<file path="src/rtl/pulse_gen.sv">
// rtl/pulse_gen.sv - programmable pulse-train generator for analyzer stimulus/loopback self-test
// Optional inverted-polarity output enabled by defining PULSE_GEN_POLARITY_EN.
module pulse_gen #(
  parameter int W_WIDTH = 8,
  parameter int W_COUNT = 8
) (
  input  logic               clk,
  input  logic               rst,
  input  logic               start,
  input  logic [W_WIDTH-1:0] width,
  input  logic [W_WIDTH-1:0] gap,
  input  logic [W_COUNT-1:0] count,
`ifdef PULSE_GEN_POLARITY_EN
  input  logic               polarity,
`endif
  output logic               ready,
  output logic               busy,
  output logic               pulse_out,
  output logic               done
);

  typedef enum logic [1:0] {IDLE, HIGH, LOW, FIN} state_e;

  localparam logic [W_WIDTH-1:0] ONE_W = W_WIDTH'(1);
  localparam logic [W_COUNT-1:0] ONE_C = W_COUNT'(1);

  state_e             state_q, state_d;
  logic [W_WIDTH-1:0] cnt_q, cnt_d;
  logic [W_WIDTH-1:0] width_q, width_d;
  logic [W_WIDTH-1:0] gap_q, gap_d;
  logic [W_COUNT-1:0] left_q, left_d;
  logic               pol_q, pol_d;
  logic               ready_d, busy_d, pulse_d, done_d;

  always_ff @(posedge clk) begin
    if (rst) begin
      state_q   <= IDLE;
      cnt_q     <= '0;
      width_q   <= '0;
      gap_q     <= '0;
      left_q    <= '0;
      pol_q     <= 1'b0;
      ready     <= 1'b1;
      busy      <= 1'b0;
      pulse_out <= 1'b0;
      done      <= 1'b0;
    end else begin
      state_q   <= state_d;
      cnt_q     <= cnt_d;
      width_q   <= width_d;
      gap_q     <= gap_d;
      left_q    <= left_d;
      pol_q     <= pol_d;
      ready     <= ready_d;
      busy      <= busy_d;
      pulse_out <= pulse_d;
      done      <= done_d;
    end
  end

  // cnt_q counts down the cycles left in the current HIGH or LOW phase, ending at 1
  always_comb begin
    state_d = state_q;
    cnt_d   = cnt_q;
    width_d = width_q;
    gap_d   = gap_q;
    left_d  = left_q;
    pol_d   = pol_q;
    case (state_q)
      IDLE: begin
        if (start) begin
          width_d = width;
          gap_d   = (gap == '0) ? ONE_W : gap;
`ifdef PULSE_GEN_POLARITY_EN
          pol_d   = polarity;
`endif
          if (width == '0 || count == '0) begin
            state_d = FIN;
          end else begin
            state_d = HIGH;
            cnt_d   = width;
            left_d  = count;
          end
        end
      end
      HIGH: begin
        if (cnt_q == ONE_W) begin
          if (left_q > ONE_C) begin
            state_d = LOW;
            cnt_d   = gap_q;
            left_d  = left_q - ONE_C;
          end else begin
            state_d = FIN;
          end
        end else begin
          cnt_d = cnt_q - ONE_W;
        end
      end
      LOW: begin
        if (cnt_q == ONE_W) begin
          state_d = HIGH;
          cnt_d   = width_q;
        end else begin
          cnt_d = cnt_q - ONE_W;
        end
      end
      default: begin
        state_d = IDLE;
        cnt_d   = '0;
        left_d  = '0;
      end
    endcase
  end

  // Outputs are decoded from the next state so they can be registered without extra latency
  always_comb begin
    ready_d = (state_d == IDLE);
    busy_d  = (state_d == HIGH) || (state_d == LOW);
    done_d  = (state_d == FIN);
    pulse_d = (state_d == HIGH) ^ pol_d;
  end

endmodule

</file>
<file path="config.mk">
export PLATFORM = sky130hd
export DESIGN_NAME = pulse_gen
export DESIGN_NICKNAME = d
export VERILOG_FILES = /design/src/rtl/pulse_gen.sv
export SDC_FILE = /design/constraint.sdc
export NUM_CORES = 1
export LEC_CHECK = 0
export CORE_MARGIN = 2
export CORE_UTILIZATION = 59
export CTS_CLUSTER_DIAMETER = 30
export DETAILED_ROUTE_END_ITERATION = 10
export PLACE_DENSITY = 0.92
export SYNTH_ARGS = -nofsm -noshare
export SYNTH_HDL_FRONTEND = slang
export SYNTH_SLANG_ARGS = --single-unit
</file>
<file path="constraint.sdc">
create_clock -name clk -period 3.08 [get_ports clk]
set_clock_uncertainty 0.05 [all_clocks]
set_input_delay 0.462 -clock clk [delete_from_list [all_inputs] [get_ports clk]]
set_output_delay 0.462 -clock clk [all_outputs]
set_load 0.02 [all_outputs]
</file>
# --- After elaboration in Yosys (flattened, before gate mapping) ---
# Index checks and enable logic that the tools add are counted.
totals:
  romBits: 0
  elab_cells: 52
  in_bits: 27
  regBits: 38
  output_inout_bits: 4
  ram_bits: 0
  mem_count: 0
  latch_bits: 0
classes:
  n_eq_ne: 11
  bitwise: 1
  addsub: 2
  n_mul: 0
  n_div: 0
  n_reduce_logical: 10
  n_shift: 0
  n_mux: 18
  magnitude_cmp: 1
op_table:
  columns: ["cell", "n"]
  rows:
  - ["8-bit 2-to-1 mux", 10]
  - ["8-bit one-hot mux with 3 select lines", 2]
  - ["8-bit zero test", 3]
  - ["8-bit by 1-bit subtractor with 8-bit output, second input constant", 2]
  - ["8-bit by 1-bit equality test with 1-bit output, second input constant", 1]
  - ["8-bit by 1-bit greater-than comparator with 1-bit output, second input constant", 1]
  - ["2-bit 2-to-1 mux", 4]
  - ["2-bit != test, second input constant", 4]
  - ["2-bit equality test, second input constant", 3]
  - ["2-bit one-hot mux with 3 select lines", 1]
  - ["5-bit AND reduction", 1]
  - ["2-bit by 1-bit equality test with 1-bit output, second input constant", 2]
  - ["2-bit zero test", 2]
  - ["3-bit != test, second input constant", 1]
  - ["3-bit AND reduction", 1]
  - ["1-bit logical OR", 2]
  - ["2-bit AND reduction", 1]
  - ["1-bit 2-to-1 mux", 1]
  - ["1-bit inverter", 1]

# --- Depth between registers and ports, before layout ---
# Gate-level depths: netlist of the first run.
depth:
  ltp_word: 7
  mapped_depth: 10

# --- Least setup slack after synthesis of the first run ---
# OpenSTA, ideal clock, no wires.
synth_path:
  path_type: "flip-flop to flip-flop"
  from: "reg cnt_q[0]"
  to: "reg done"
  required_time_ns: 2.903
  arrival_ns: 1.838
  slack_ns: 1.065
  stages_incl_launch_ff: 10
  cell_sequence: "dfxtp_1 -> ha_1 -> nand2b_1 -> buf_2 -> nor4_1 -> nand3_1 -> o211ai_1 -> inv_1 -> ha_1 -> nor2b_1"
synth_between:
  elab_chain_cells: 4
  word_cells_on_any_way: 5
synth_rtl:
  columns: ["element", "line_no", "rtl"]
  rows:
  - ["start, declared", "28", "logic [W_WIDTH-1:0] cnt_q, cnt_d;"]
  - ["start signal, assigned", "49", "cnt_q <= cnt_d;"]
  - ["8-bit by 1-bit equality test with 1-bit output *", "87, 100", null]
  - ["2-bit 2-to-1 mux (on tied branches)", "100, 87", null]
  - ["2-bit one-hot mux with 3 select lines *", "69", "case (state_q)"]
  - ["named net state_d[0]", "27", "state_e state_q, state_d;"]
  - ["2-bit equality test *", "119", "done_d = (state_d == FIN);"]
  - ["named net done_d", "33", "logic ready_d, busy_d, pulse_d, done_d;"]
  - ["end signal, assigned", "57", "done <= done_d;"]
  - ["end, declared", "19", "output logic done"]
# The timed path passes the listed nets; every way through them passes the cells marked *.
# A chain may end at the register's enable or synchronous reset.

# --- Final worst setup path of the first run ---
layout_path:
  from: "reg cnt_q[1]"
  to: "reg ready"
layout_between:
  elab_chain_cells: 4
  word_cells_on_any_way: 5
layout_rtl:
  columns: ["element", "line_no", "rtl"]
  rows:
  - ["8-bit by 1-bit equality test with 1-bit output *", "87, 100", null]
  - ["2-bit 2-to-1 mux (on tied branches)", "100, 87", null]
  - ["2-bit one-hot mux with 3 select lines *", "69", null]
  - ["2-bit zero test *", "117", "ready_d = (state_d == IDLE);"]
  - ["named net ready_d", "33", null]
  - ["end signal, assigned", "54", "ready <= ready_d;"]
  - ["end, declared", "16", "output logic ready,"]
# Marked as above.

==> flow_metrics.py, run 1 <==
metrics = {
    "critical_path": {
        "r2r_start": "cnt_q[1]",
        "critPathCaptureType": "register",
        "crit_path_start": "cnt_q[1]",
        "cp_data_required_time_ns": 3.21,
        "critPathLaunchType": "register",
        "path_class": "register to register",
        "arrival_ns": 2.66,
        "path_max_fanout": 13,
    },
    "sta": {
        "fin_setup_tns_ns": 0,
        "finalHoldWorstSlack_ns": 0.406,
        "finalSetupViolCount": 0,
        "slew_headroom_pct": 29.0,
        "period_share_pct": 82.1,
        "hold_viol_final": 0,
        "rsz0062_at_grt": "false",
        "tightestPinTransition_ns": 1.06,
        "maxSlewViolCount": 0,
        "fin_ws_ns": 0.551,
        "max_clock_freq_ghz": 0.395,
        "finalCriticalPeriod_ns": 2.53,
    },
    "placement": {
        "place_hpwl_mm": 4.36,
        "dp.cells": 362,
        "place_ws_ns": 0.513,
        "io_buffers": 30,
        "gp_congestion": 0.961,
    },
    "pwr": {
        "switching_share_pct": 39.3,
        "seqPwrFrac_pct": 38.4,
        "p_leak_nw": 1.03,
        "p_int_mw": 1.03,
        "max-vdd-ir-drop_mv": 0.314,
        "power.share.clock_pct": 21.3,
        "p_switching_mw": 0.666,
        "pwr-share-comb_pct": 40.2,
        "powerDensity_nw_per_um2": 620,
        "total_power_mw": 1.69,
    },
    "die": {
        "num_rows": 22,
        "initial_core_util_pct": 62.1,
        "dieArea_um2": 4400,
        "io_pins": 31,
        "die_h_um": 66.3,
        "dieWidth_um": 66.3,
        "core_um2": 3690,
    },
    "clocking": {
        "worstSkewPairLatency_ns": 0.30,
        "cts_max_path_buffers": 2,
        "post-cts-setup-buffers": 0,
        "clkTransAtPathRegs_ns": 0.07,
        "cts_tree": "yes",
        "holdBufCountCts": 0,
        "root_buffer": "clkbuf_8",
        "cts_max_level": 2,
        "cts.sink_count": 38,
        "cts_resized": 0,
        "cts_buffers": 5,
    },
    "cells_and_area": {
        "area_growth_pct": 19.3,
        "drive_gt1_share_pct": 7.76,
        "stdcell_count": 370,
        "nNetsFinal": 355,
        "num_antenna_cells": 0,
    },
    "global_routing": {
        "antenna_found_initial": 0,
        "grt_use_total_pct": 30.4,
        "grt_pass1_wl_mm": 10.3,
        "grt_overflow": 0,
        "grt_max_degree": 32,
        "grt_pass1_vias": 2316,
    },
    "yosys": {
        "yosysTopAreaCell": "dfxtp_1",
        "ys_warn_count": 0,
        "yosysSeqAreaShare_pct": 33.2,
        "avgSynthCellArea_um2": 7.87,
        "synthTopCellsByArea": "dfxtp_1, nand2_1, a21oi_1",
        "syn-num-nets": 325,
        "synth_edf_count": 0,
        "synthFlopType": "dfxtp_1",
        "synth_cells": 291,
        "syn-cell-area_um2": 2290,
        "yosysUniqueCellTypes": 51,
        "synth.ff_latch_count": 38,
        "yosys.area.top_type_share_pct": 33.2,
        "async_flop_share_pct": 0,
    },
    "job": {
        "max-cap-violations": 0,
    },
    "worst_hold_path": {
        "hp-start": "gap_q[4]",
        "min_path_type": "register to register",
    },
    "routing": {
        "totalWireLength_mm": 6.12,
        "drt_iter0_markers": 295,
        "avgViaCountPerCell": 6.64,
        "via_count": 2458,
        "firstDrtPassIters": 5,
        "ant_nets": 0,
        "drcViolationCount": 0,
        "wl_per_cell_um": 16.5,
    },
    "status": {
        "status": "finished clean",
    },
}
metrics by stage:
stage	util [%]	area, um2
2_1_floorplan	-	2290
3_3_place_gp	71.6	2640
3_5_place_dp	71.6	2640
4_1_cts	74.1	2730
5_1_grt	74.1	2730
6_report	74.1	2730
logic make-up (layout without fill, tap and decap cells):
group                    Yosys count  count (layout)  share of synthesized area, %
multiplexers                       3               3                          1.42
flip-flops                        38              38                          33.2
AND/OR/NAND/NOR                  113             113                          26.3
adder cells (fa/ha/maj)            7               7                          3.82
AO/OA/AOI/OAI                     94              94                          27.3
XOR/XNOR                           7               7                          2.68
buffers and inverters             29              60                          5.35
power groups by stage:
stage          clock [mW]  combinational (mW)  sequential, mW
2_1_floorplan           0               0.489           0.644
3_3_place_gp            0               0.639           0.653
3_5_place_dp            0               0.657           0.658
4_1_cts             0.358               0.666           0.648
5_1_grt             0.377               0.743           0.659
6_report            0.361               0.681           0.651
worst max-delay path, cell delays in order, from the launching register on:
cell	delay, ns
dfxtp_1	0.41
inv_1	0.10
ha_1	0.21
nand2b_1	0.41
nand3b_1	0.32
mux2i_1	0.21
o21ai_0	0.20
ha_1	0.24
or2_2	0.28
metal layers:
layer,track usage [%],routed length [um],vias to the layer above
li1,-,-,1131
met1,39.2,2420,1128
met2,48.8,2920,168
met3,5.96,592,31
met4,14.3,184,0
met5,0,0,-
state kept, by name, summed over array words and instances, names as in the netlist:
signal	flops
state_q	2
cnt_q	8
width_q	8
pulse_out	1
ready	1
done	1
gap_q	8
left_q	8
busy	1
synth_stat cells, types with 8 or more instances:
library cell,n
a21oi_1,31
clkbuf_1,9
dfxtp_1,38
inv_1,14
nand2_1,42
nor2_1,16
nor2b_1,8
nor3_1,8
nor4_1,11
o21ai_0,14
cell type report:
type / instances / area, um2
timing repair buffer: 38 / 360
clock buffer: 7 / 86.3
clock inverter: 1 / 5.00
fill: 275 / 956
sequential: 38 / 761
inverter: 14 / 52.6
multi-input combinational: 224 / 1410
tap: 48 / 60.1
worst paths after layout:
path / cells past startpoint / slack, ns / to
worst max-delay path: 8 / 0.55 / ready
worst min-delay path: 2 / 0.41 / gap_q[4]
worst max register to register: 8 / 0.55 / ready
worst min register to register: 2 / 0.41 / gap_q[4]
layout by cell type, fill, tap and decap left out, types with 4 or more instances in the layout:
| cell | netlist | layout |
|---|---|---|
| a21oi_1 | 31 | 31 |
| a2bb2oi_1 | 4 | 4 |
| buf_4 | 0 | 8 |
| clkbuf_8 | 0 | 6 |
| clkdlybuf4s50_1 | 0 | 30 |
| dfxtp_1 | 38 | 38 |
| ha_1 | 7 | 7 |
| inv_1 | 14 | 14 |
| nand2_1 | 42 | 42 |
| nand3_1 | 7 | 7 |
| nor2_1 | 16 | 16 |
| nor2b_1 | 8 | 8 |
| nor3_1 | 8 | 8 |
| nor4_1 | 11 | 11 |
| o211ai_1 | 7 | 7 |
| o21ai_0 | 14 | 14 |
| o41ai_1 | 7 | 7 |
| xnor2_1 | 4 | 4 |
Note: power is estimated with default switching activity, not from simulation.
==> inputs of run 2 (changes only) <==
--- a/config.mk
+++ b/config.mk
@@ -6,10 +6,10 @@
 export NUM_CORES = 1
 export LEC_CHECK = 0
 export CORE_MARGIN = 2
-export CORE_UTILIZATION = 59
+export CORE_UTILIZATION = 49
 export CTS_CLUSTER_DIAMETER = 30
 export DETAILED_ROUTE_END_ITERATION = 10
-export PLACE_DENSITY = 0.92
+export PLACE_DENSITY = 0.82
 export SYNTH_ARGS = -nofsm -noshare
 export SYNTH_HDL_FRONTEND = slang
 export SYNTH_SLANG_ARGS = --single-unit
==> constraint.sdc (replaced) <==
create_clock -name clk -period 2.2 [get_ports clk]
set_clock_uncertainty 0.05 [all_clocks]
set_input_delay 0.33 -clock clk [delete_from_list [all_inputs] [get_ports clk]]
set_output_delay 0.33 -clock clk [all_outputs]
set_load 0.02 [all_outputs]
==> run 2 against run 1 <==
Critical endpoint unchanged. Core utilization shrank 4.8 points. First-iteration DRC count shrank 0.34%. Critical path depth is the same. Largest power group unchanged. Worst hold slack gained 0.0023 ns. Final cell count grew 11%. Via count grew 0.12%. Clock power grew 110%. Total power grew 60%.
==> flow_metrics.py, run 2 (synthesized netlist as in run 1, its figures left out) <==
metrics = {
    "placement": {
        "dp.cells": 401,
        "place_ws_ns": -0.153,
        "gp_congestion": 0.941,
        "io_buffers": 30,
        "postPlaceCellArea_um2": 2910,
        "place_hpwl_mm": 4.80,
    },
    "critical_path": {
        "cpMaxStageDelayCell": "dfxtp_1",
        "slowest_delay_ns": 0.32,
        "path_class": "register to register",
        "path_max_fanout": 6,
        "critPathCaptureType": "register",
        "cp_cell_sequence": "inv_1, ha_1, nand2b_1, nand3b_2, o21ai_1, o211ai_1, ha_1, or2_2",
        "cp_data_required_time_ns": 2.33,
        "critPathLaunchType": "register",
        "arrival_ns": 2.24,
        "crit_top_cell": "ha_1",
    },
    "worst_hold_path": {
        "min_path_type": "register to register",
    },
    "clocking": {
        "cts_tree": "yes",
        "cts_resized": 0,
        "clkTransAtPathRegs_ns": 0.08,
        "cts_max_level": 2,
        "worstSkewPairLatency_ns": 0.30,
        "holdBufCountCts": 0,
        "cts.sink_count": 38,
        "cts_buffers": 5,
        "post-cts-setup-buffers": 0,
        "root_buffer": "clkbuf_8",
        "cts_max_path_buffers": 2,
    },
    "sta": {
        "hold_viol_final": 0,
        "max_clock_freq_ghz": 0.475,
        "tightestPinTransition_ns": 0.629,
        "fin_ws_ns": 0.0960,
        "period_share_pct": 95.6,
        "slew_headroom_pct": 57.5,
        "fin_setup_tns_ns": 0,
        "finalCriticalPeriod_ns": 2.10,
        "rsz0062_at_grt": "true",
        "finalSetupViolCount": 0,
        "finalHoldWorstSlack_ns": 0.408,
        "maxSlewViolCount": 0,
    },
    "routing": {
        "totalWireLength_mm": 6.56,
        "via_count": 2461,
        "wl_met3_um": 534,
        "wl_per_cell_um": 16.0,
        "dr_wl_met2_mm": 3.19,
        "avgViaCountPerCell": 6.02,
        "firstDrtPassIters": 5,
        "drcViolationCount": 0,
        "drt_iter0_markers": 294,
        "wl_met1_mm": 2.69,
        "ant_nets": 0,
        "route.top_layer_used": "met4",
    },
    "pwr": {
        "total_power_mw": 2.71,
        "p_leak_nw": 1.22,
        "max-vdd-ir-drop_mv": 0.523,
        "powerDensity_nw_per_um2": 886,
    },
    "global_routing": {
        "grt_overflow": 0,
        "grt_use_total_pct": 27.1,
        "grt_pass1_wl_mm": 11.1,
        "antenna_found_initial": 0,
        "grt_max_degree": 19,
        "grt_pass1_vias": 2422,
    },
    "cells_and_area": {
        "area_growth_pct": 33.5,
        "utilization_pct": 69.3,
        "stdcell_count": 409,
        "nNetsFinal": 390,
        "num-fill-cells": 348,
        "layout_commonest_cell": "buf_4",
        "layout_common_cells": "buf_4, nand2_1, dfxtp_1",
        "num_antenna_cells": 0,
        "drive_gt1_share_pct": 17.4,
        "multi_input_area_um2": 1410,
        "sequential_cell_area_um2": 761,
        "fin_area_um2": 3060,
    },
    "status": {
        "status": "finished clean",
    },
    "die": {
        "dieArea_um2": 5240,
        "die_h_um": 72.4,
        "num_rows": 24,
        "dieWidth_um": 72.4,
        "initial_core_util_pct": 51.9,
        "io_pins": 31,
        "core_um2": 4410,
    },
    "job": {
        "max-cap-violations": 0,
    },
}
## run 2: final timing paths
| kind | start | endpoint | slack, ns | cells past startpoint |
|---|---|---|---|---|
| worst max-delay path | cnt_q[1] | ready | 0.1 | 8 |
| worst min-delay path | width_q[2] | width_q[2] | 0.41 | 2 |
| worst max register to register | cnt_q[1] | ready | 0.1 | 8 |
| worst min register to register | width_q[2] | width_q[2] | 0.41 | 2 |
## run 2: layout make-up
type	count	area share (%)
Tap cell	52	2.13
Clock inverter	2	1.96
Multi-Input combinational cell	224	46.2
Timing Repair Buffer	73	20.4
Clock buffer	6	2.70
Inverter	14	1.72
Sequential cell	38	24.9
## run 2: layer usage
metal  GRT usage, %  vias to the layer above
met5              0                        -
met4           12.6                        0
met3           5.97                       13
met2           43.3                      123
met1           35.0                     1121
li1               -                     1204
## run 2: power by group
group	internal [mW]	switching (mW)
Combinational	0.475	0.592
Sequential	0.788	0.104
Clock	0.484	0.266
## run 2: critical path: cells and delay by family, from the launching register on
| family | cells | cell delay [ns] |
|---|---|---|
| AOI/OAI and AO/OA | 2 | 0.35 |
| adders and majority gates | 2 | 0.42 |
| buffers and inverters | 1 | 0.10 |
| DFF | 1 | 0.32 |
| and+or+nand+nor | 3 | 0.75 |
==> inputs of run 3 (changes only) <==
--- a/config.mk
+++ b/config.mk
@@ -6,10 +6,12 @@
 export NUM_CORES = 1
 export LEC_CHECK = 0
 export CORE_MARGIN = 2
-export CORE_UTILIZATION = 49
+export CORE_UTILIZATION = 60
 export CTS_CLUSTER_DIAMETER = 30
 export DETAILED_ROUTE_END_ITERATION = 10
-export PLACE_DENSITY = 0.82
+export DONT_BUFFER_PORTS = 1
+export PLACE_DENSITY = 0.83
+export SKIP_CTS_REPAIR_TIMING = 1
 export SYNTH_ARGS = -nofsm -noshare
 export SYNTH_HDL_FRONTEND = slang
 export SYNTH_SLANG_ARGS = --single-unit
==> constraint.sdc (replaced) <==
create_clock -name clk -period 2.1 [get_ports clk]
set_clock_uncertainty 0.05 [all_clocks]
set_input_delay 0.315 -clock clk [delete_from_list [all_inputs] [get_ports clk]]
set_output_delay 0.315 -clock clk [all_outputs]
set_load 0.02 [all_outputs]
==> run 3 against run 2 <==
Sequential share of layout area up 3.8 points. Critical path type unchanged. Die area shrank 17%. Maximum frequency grew 3.5%. Critical path depth is 2 lower. Register-to-register slack worse by 0.03 ns. Critical endpoint is now cnt_q[1]. Largest cell class unchanged. Sequential power up 6.5%. Count of clock-buffer cells in the layout stayed put. Sequential cell count stayed put. Wire length shrank 2.1%. Non-clock buffer count is 48 lower.
==> flow_metrics.py, run 3 (synthesized netlist as in run 1, its figures left out) <==
metrics = {
    "global_routing": {
        "grt_pass1_vias": 2223,
        "grt_use_total_pct": 31.8,
        "grt_max_degree": 33,
        "grt_overflow": 0,
        "antenna_found_initial": 0,
        "grt_pass1_wl_mm": 10.4,
    },
    "critical_path": {
        "reg2reg_depth": 6,
        "critPathLaunchType": "register",
        "path_max_fanout": 7,
        "cp_data_required_time_ns": 2.24,
        "path_class": "register to register",
        "arrival_ns": 2.17,
        "critPathCaptureType": "register",
    },
    "sta": {
        "fin_ws_ns": 0.0676,
        "finalCriticalPeriod_ns": 2.03,
        "max_clock_freq_ghz": 0.492,
        "period_share_pct": 96.8,
        "fin_setup_tns_ns": 0,
        "rsz0062_at_grt": "true",
        "maxSlewViolCount": 0,
        "finalSetupViolCount": 0,
        "slew_headroom_pct": 62.2,
        "tightestPinTransition_ns": 0.562,
        "hold_viol_final": 0,
    },
    "routing": {
        "via_count": 2324,
        "avgViaCountPerCell": 6.51,
        "wl_per_cell_um": 18.0,
        "firstDrtPassIters": 5,
        "ant_nets": 0,
        "drcViolationCount": 0,
        "totalWireLength_mm": 6.43,
        "drt_iter0_markers": 356,
    },
    "pwr": {
        "power.share.clock_pct": 28.2,
        "pwr-share-comb_pct": 37.5,
        "p_switching_mw": 1.01,
        "p_int_mw": 1.77,
        "seqPwrFrac_pct": 34.3,
        "p_leak_nw": 1.03,
        "switching_share_pct": 36.3,
        "total_power_mw": 2.77,
        "powerDensity_nw_per_um2": 1050,
        "max-vdd-ir-drop_mv": 0.734,
    },
    "die": {
        "dieArea_um2": 4330,
        "initial_core_util_pct": 62.6,
        "num_rows": 22,
        "dieWidth_um": 65.8,
        "core_um2": 3660,
        "io_pins": 31,
        "die_h_um": 65.8,
    },
    "clocking": {
        "cts_max_path_buffers": 2,
        "clkTransAtPathRegs_ns": 0.08,
        "cts_buffers": 5,
        "cts_max_level": 2,
        "cts.sink_count": 38,
        "cts_tree": "yes",
        "worstSkewPairLatency_ns": 0.30,
        "root_buffer": "clkbuf_8",
    },
    "placement": {
        "place_hpwl_mm": 4.35,
        "dp.cells": 349,
        "place_ws_ns": 0.105,
        "postPlaceCellArea_um2": 2470,
        "io_buffers": 0,
        "gp_congestion": 0.941,
    },
    "cells_and_area": {
        "stdcell_count": 357,
        "drive_gt1_share_pct": 14.9,
        "layout_common_cells": "nand2_1, dfxtp_1, a21oi_1",
        "nNetsFinal": 342,
        "layout_commonest_cell": "nand2_1",
        "fin_area_um2": 2650,
        "num_antenna_cells": 0,
        "area_growth_pct": 15.7,
    },
    "worst_hold_path": {
        "min_path_type": "primary input to register",
        "worstHoldPathCells": 1,
    },
    "status": {
        "status": "finished clean",
    },
    "job": {
        "max-cap-violations": 0,
    },
}
## run 3: metal layers
metal,track usage [%],vias to the layer above,share of wire (%)
li1,-,1103,-
met1,41.6,1048,41
met2,49.9,149,46
met3,6.47,24,10
met4,15.4,0,3.1
met5,0,-,0
## run 3: layout make-up
class | count | area, um2
Tap cell | 48 | 60.1
Inverter | 14 | 52.6
Sequential cell | 38 | 761
Clock inverter | 2 | 60.1
Fill cell | 272 | 1010
Clock buffer | 6 | 82.6
Timing Repair Buffer | 25 | 188
Multi-Input combinational cell | 224 | 1450
## run 3: stage by stage
| stage | utilization (%) | hold WS (ns) |
|---|---|---|
| floorplan | - | 0.381 |
| global placement | 67.4 | 0.339 |
| detailed placement | 67.4 | 0.341 |
| CTS | 71.3 | 0.0337 |
| global route | 72.4 | 0.0198 |
| finish | 72.4 | 0.0349 |
## run 3: worst max-delay path: stages (launching register included)
cell	delay, ns
dfxtp_1	0.42
inv_1	0.10
ha_1	0.25
o211ai_4	0.29
nor3_4	0.07
or2_1	0.34
o41ai_2	0.40
## run 3: worst paths after layout
kind | startpoint | to | slack, ns
max reg2reg | left_q[0] | cnt_q[1] | 0.07
max | left_q[0] | cnt_q[1] | 0.07
min | rst | left_q[5] | 0.03
min reg2reg | gap_q[3] | gap_q[3] | 0.40
## run 3: power groups by stage
stage / Combinational (mW) / Sequential, mW / Clock [mW]
floorplan: 0.717 / 0.944 / 0
global placement: 0.935 / 0.955 / 0
detailed placement: 0.957 / 0.958 / 0
CTS: 0.985 / 0.942 / 0.779
global route: 1.13 / 0.961 / 0.818
finish: 1.04 / 0.950 / 0.783
